**config.mk**
```make
export PLATFORM = sky130hd
export DESIGN_NAME = toy_mc_eu_wrapper
export DESIGN_NICKNAME = d
export VERILOG_FILES = /design/src/rtl/toy_mc_eu_wrapper.sv
export SDC_FILE = /design/constraint.sdc
export NUM_CORES = 1
export LEC_CHECK = 0
export ABC_AREA = 0
export CAP_MARGIN = 40
export CORE_ASPECT_RATIO = 0.6
export CORE_UTILIZATION = 32
export DETAILED_ROUTE_END_ITERATION = 12
export SLEW_MARGIN = 10
export SYNTH_ARGS = -nofsm -noshare
export SYNTH_HDL_FRONTEND = slang
export SYNTH_SLANG_ARGS = --single-unit
```
**constraint.sdc**
```tcl
create_clock -name clk -period 9.8 [get_ports clk]
set_input_delay 2.94 -clock clk [delete_from_list [all_inputs] [get_ports clk]]
set_output_delay 2.94 -clock clk [all_outputs]
set_load 0.005 [all_outputs]
```
**src/rtl/toy_mc_eu_wrapper.sv**
```systemverilog
// Issue wrapper for a fixed-latency execution unit: credit-limited admission,
// an in-flight valid pipe, and an in-order result FIFO with flush.
module toy_mc_eu_wrapper #(
  parameter int PLD_W     = 128,
  parameter int RES_W     = 160,
  parameter int LATENCY   = 4,
  parameter int DEPTH     = 4,
  parameter int PIPELINED = 1
) (
  input  logic             clk,
  input  logic             rst,
  input  logic             in_vld,
  output logic             in_rdy,
  input  logic [PLD_W-1:0] in_pld,
  input  logic [31:0]      in_csr,
  input  logic             flush,
  output logic             eu_vld,
  output logic [PLD_W-1:0] eu_pld,
  output logic [31:0]      eu_csr,
  input  logic [RES_W-1:0] eu_res,
  output logic             out_vld,
  input  logic             out_rdy,
  output logic [RES_W-1:0] out_res,
  output logic             busy
);

  localparam int PTR_W = (DEPTH > 1) ? $clog2(DEPTH) : 1;
  localparam int CNT_W = $clog2(DEPTH + 1);
  localparam logic [PTR_W-1:0] PTR_LAST = PTR_W'(DEPTH - 1);
  localparam logic [CNT_W-1:0] CNT_MAX  = CNT_W'(DEPTH);

  logic               accept;
  logic               pop;
  logic               tap;
  logic               fifo_wr;
  logic               eu_vld_q;
  logic [PLD_W-1:0]   eu_pld_q;
  logic [31:0]        eu_csr_q;
  logic [LATENCY-1:0] pipe_q, pipe_d;
  logic [PTR_W-1:0]   wr_ptr_q, wr_ptr_d;
  logic [PTR_W-1:0]   rd_ptr_q, rd_ptr_d;
  logic [CNT_W-1:0]   cnt_q, cnt_d;
  logic [CNT_W-1:0]   occ_q, occ_d;
  logic [RES_W-1:0]   mem_q [2**PTR_W];

  // Occupancy is a credit count covering both the pipe and the FIFO, so a
  // result leaving the pipe always has a free FIFO slot waiting for it.
  assign in_rdy  = !flush && (occ_q < CNT_MAX) && ((PIPELINED != 0) || (occ_q == '0));
  assign accept  = in_vld && in_rdy;
  assign tap     = pipe_q[LATENCY-1];
  assign fifo_wr = tap && !flush;
  assign out_vld = (cnt_q != '0);
  assign pop     = out_vld && out_rdy;
  assign out_res = mem_q[rd_ptr_q];
  assign busy    = (occ_q != '0);
  assign eu_vld  = eu_vld_q;
  assign eu_pld  = eu_pld_q;
  assign eu_csr  = eu_csr_q;

  // Pipe bit 0 rises together with eu_vld; the tap marks the cycle in which
  // eu_res is sampled (the LATENCY-th cycle, counting the eu_vld cycle as 1).
  generate
    if (LATENCY == 1) begin : g_pipe_one
      assign pipe_d = accept;
    end else begin : g_pipe_shift
      assign pipe_d = {pipe_q[LATENCY-2:0], accept};
    end
  endgenerate

  always_comb begin
    wr_ptr_d = wr_ptr_q;
    rd_ptr_d = rd_ptr_q;
    if (fifo_wr) wr_ptr_d = (wr_ptr_q == PTR_LAST) ? '0 : wr_ptr_q + PTR_W'(1);
    if (pop)     rd_ptr_d = (rd_ptr_q == PTR_LAST) ? '0 : rd_ptr_q + PTR_W'(1);
  end

  always_comb begin
    cnt_d = cnt_q;
    case ({fifo_wr, pop})
      2'b10:   cnt_d = cnt_q + CNT_W'(1);
      2'b01:   cnt_d = cnt_q - CNT_W'(1);
      default: cnt_d = cnt_q;
    endcase
  end

  always_comb begin
    occ_d = occ_q;
    case ({accept, pop})
      2'b10:   occ_d = occ_q + CNT_W'(1);
      2'b01:   occ_d = occ_q - CNT_W'(1);
      default: occ_d = occ_q;
    endcase
  end

  always_ff @(posedge clk or posedge rst) begin
    if (rst) begin
      eu_vld_q <= 1'b0;
      eu_pld_q <= '0;
      eu_csr_q <= '0;
      pipe_q   <= '0;
      wr_ptr_q <= '0;
      rd_ptr_q <= '0;
      cnt_q    <= '0;
      occ_q    <= '0;
    end else begin
      eu_vld_q <= accept;
      if (accept) begin
        eu_pld_q <= in_pld;
        eu_csr_q <= in_csr;
      end
      if (flush) begin
        pipe_q   <= '0;
        wr_ptr_q <= '0;
        rd_ptr_q <= '0;
        cnt_q    <= '0;
        occ_q    <= '0;
      end else begin
        pipe_q   <= pipe_d;
        wr_ptr_q <= wr_ptr_d;
        rd_ptr_q <= rd_ptr_d;
        cnt_q    <= cnt_d;
        occ_q    <= occ_d;
      end
    end
  end

  // Result storage is intentionally not reset.
  always_ff @(posedge clk) begin
    if (fifo_wr) mem_q[wr_ptr_q] <= eu_res;
  end

  a_no_overflow: assert property (@(posedge clk) disable iff (rst)
    !(fifo_wr && (cnt_q == CNT_MAX) && !pop));

endmodule

```
==> results.toml <==
[outcome]
status = "finished, final reports clean"

[detailed_routing]
drt-initial-drc-count = 698
vias = 14900
drc = 0
wire_per_inst_um = 22.2
vias_per_cell = 4.60
drt_first_pass_iters = 5
postRouteAntennaNets = 0
wl_um = 72200

[die]
fp.dieH_um = 238
dieArea_um2 = 94400
rows = 86
core_um2 = 92000
start_util_pct = 32.4
die_w_um = 396
pin_count = 649

[clock_network]
root_buffer = "clkbuf_16"
h-tree-depth = 3
clock-sinks = 815
hold_buffers = 0
cts_resized = 0
cts_tree = "yes"
numCtsBuffers = 80
path_clk_slew_ns = 0.06
post_cts_buffers = 0
insertion_delay_ns = 0.65
clock_path_buffers = 3

[grt]
antenna_found_initial = 10
grt_util_all_layers_pct = 15.2
grt_pass1_wl_um = 106000
grt_pass1_vias = 16200
overflow = 0
grt_max_degree = 168

[setup_path]
path_class = "primary input to output pin"
worst_setup_path_start_kind = "primary input"
worst_path_largest_cell_delay_ns = 0.84
worstPathMaxFanout = 20
crit_path_top_delay_cell = "clkdlybuf4s50_1"
cpMostUsedCell = "clkdlybuf4s50_1"
required_ns = 6.86
crit_chain = "clkdlybuf4s50_1, nor2_1, clkdlybuf4s50_1"
cp.arrival_ns = 4.59
cp-end-kind = "output pin"
ff2ff_path_depth = 3

[sta]
slew_headroom_pct = 38.7
final.period_utilization_pct = 76.8
final.setup.tns_ns = 0
whs_ns = 0.469
min_period_ns = 7.53
finalHoldViolCount = 0
max_freq_ghz = 0.133
setup_slack_ns = 2.27
slew_viol_final = 0
setup_viol = 0
tightestPinTransition_ns = 0.920
rsz0062_at_grt = "no"
clock_skew_ns = 0.0217

[logic_synthesis]
synth_top_area_cell = "edfxtp_1"
synth_nets = 1588
synthTopCellsByCount = "640 x edfxtp_1, 175 x dfrtp_1, 160 x mux2_2, 160 x mux4_2, 28 x buf_2"
netlist_area_um2 = 29800
synth_ff_type = "edfxtp_1"
synth_most_common_cell = "edfxtp_1"
ys_types = 36
yosysSeqAreaShare_pct = 79.2
ys_ff_latch = 815
synth_top_area_share_pct = 64.5
ys_warn_count = 0
avgSynthCellArea_um2 = 23.7
synthesis.instances = 1257
synthTopCellsByArea = "edfxtp_1 64%, dfrtp_1 15%, mux4_2 12%"
synth_edf_count = 640
async_flop_share_pct = 21.5

[placed_design]
gp_congestion = 0.778
io_buffer_count = 648
dp.final_hpwl_um = 46500
place_ws_ns = 2.24

[power]
powerDensity_nw_per_um2 = 226
leakagePower_nw = 13.4
vdd_drop_max_mv = 0.171

[run]
cap_violations = 0

[cells_and_area]
nets = 2274
drive_gt1_share_pct = 23.3
syn_to_final_growth_pct = 35.5

[hold_path]
min-delay-path-class = "register to register"
hold_depth = 1
## layout by cell type (no fill, tap or decap), types with 3 or more instances in the layout
master	instances
mux4_2	160
clkbuf_1	11
clkdlybuf4s50_1	648
clkinv_2	18
buf_4	6
nor2b_1	5
dfrtp_1	173
edfxtp_1	640
inv_1	3
diode_2	7
inv_6	7
clkinvlp_4	3
xnor2_1	5
and2_4	4
clkbuf_8	6
mux2_2	160
ha_1	4
clkbuf_16	81
and4_1	3
buf_12	7
nor2_1	11
clkinv_1	12
bufinv_16	6
nor4b_1	3
## flip-flops by register name, indices dropped and copies added (netlist names)
| name | count |
|---|---|
| mem_q | 640 |
| eu_pld | 128 |
| eu_csr | 32 |
| pipe_q | 4 |
| cnt_q | 3 |
| occ_q | 3 |
| rd_ptr_q | 2 |
| wr_ptr_q | 2 |
| eu_vld | 1 |
## per-layer routing
metal | share of wire, % | vias to the layer above | global-route usage, %
met5 | 0.036 | - | 0
li1 | - | 6558 | -
met4 | 2.1 | 4 | 4.81
met1 | 41 | 7838 | 19.3
met3 | 7.1 | 99 | 4.79
met2 | 50 | 435 | 24.6
## cell families (layout without fill, tap and decap cells)
kind of cell | Yosys count | count (layout) | synth area share [%]
AO/OA/AOI/OAI | 7 | 7 | 0.231
buffers and inverters | 62 | 814 | 1.09
AND/OR/NAND/NOR | 39 | 39 | 0.781
adder cells (fa/ha/maj) | 6 | 6 | 0.302
XOR/XNOR | 7 | 7 | 0.252
other | 0 | 7 | 0
multiplexers | 321 | 321 | 18.2
flip-flops | 815 | 815 | 79.2
## worst max-delay path: cells and delay by family
kind,cells,cell delay [ns]
buffers and inverters,2,1.37
and+or+nand+nor,1,0.26
## per-stage QoR
step	total power, mW	area (µm²)	instances	utilization (%)
2_1_floorplan	5.01	29800	1257	-
3_3_place_gp	6.17	37700	3091	41.0
3_5_place_dp	6.19	37700	3092	41.0
4_1_cts	9.30	40300	3240	43.9
5_1_grt	9.53	40400	3246	43.9
6_report	9.14	40400	3248	43.9
## layout make-up
type / count / area (µm²)
fillers: 7834 / 51600
flip-flops and latches: 815 / 23600
repair buffers: 662 / 6700
multi-input cells: 380 / 5900
clock buffers: 98 / 2150
well taps: 1232 / 1540
clock inverters: 50 / 460
inverters: 4 / 20.0
diodes: 7 / 17.5
## final timing paths
path	slack, ns	from	end
min in group asynchronous	2.58	rst	eu_pld[64]$_DFFE_PP0P_
worst min-delay path	0.47	pipe_q[2]$_DFF_PP0_	pipe_q[3]$_DFF_PP0_
worst max register to register	6.91	pipe_q[3]$_DFF_PP0_	mem_q[3][125]$_DFFE_PP_
worst max-delay path	2.27	flush	in_rdy
worst min register to register	0.47	pipe_q[2]$_DFF_PP0_	pipe_q[3]$_DFF_PP0_
max in group asynchronous	5.73	rst	eu_pld[75]$_DFFE_PP0P_
## power breakdown
| part | leakage [nW] | internal [mW] | switching [mW] |
|---|---|---|---|
| sequential | 7.82 | 3.96 | 0.154 |
| combinational | 4.25 | 1.27 | 0.707 |
| clock | 1.29 | 1.74 | 1.32 |
Note: power is estimated with default switching activity, not from simulation.
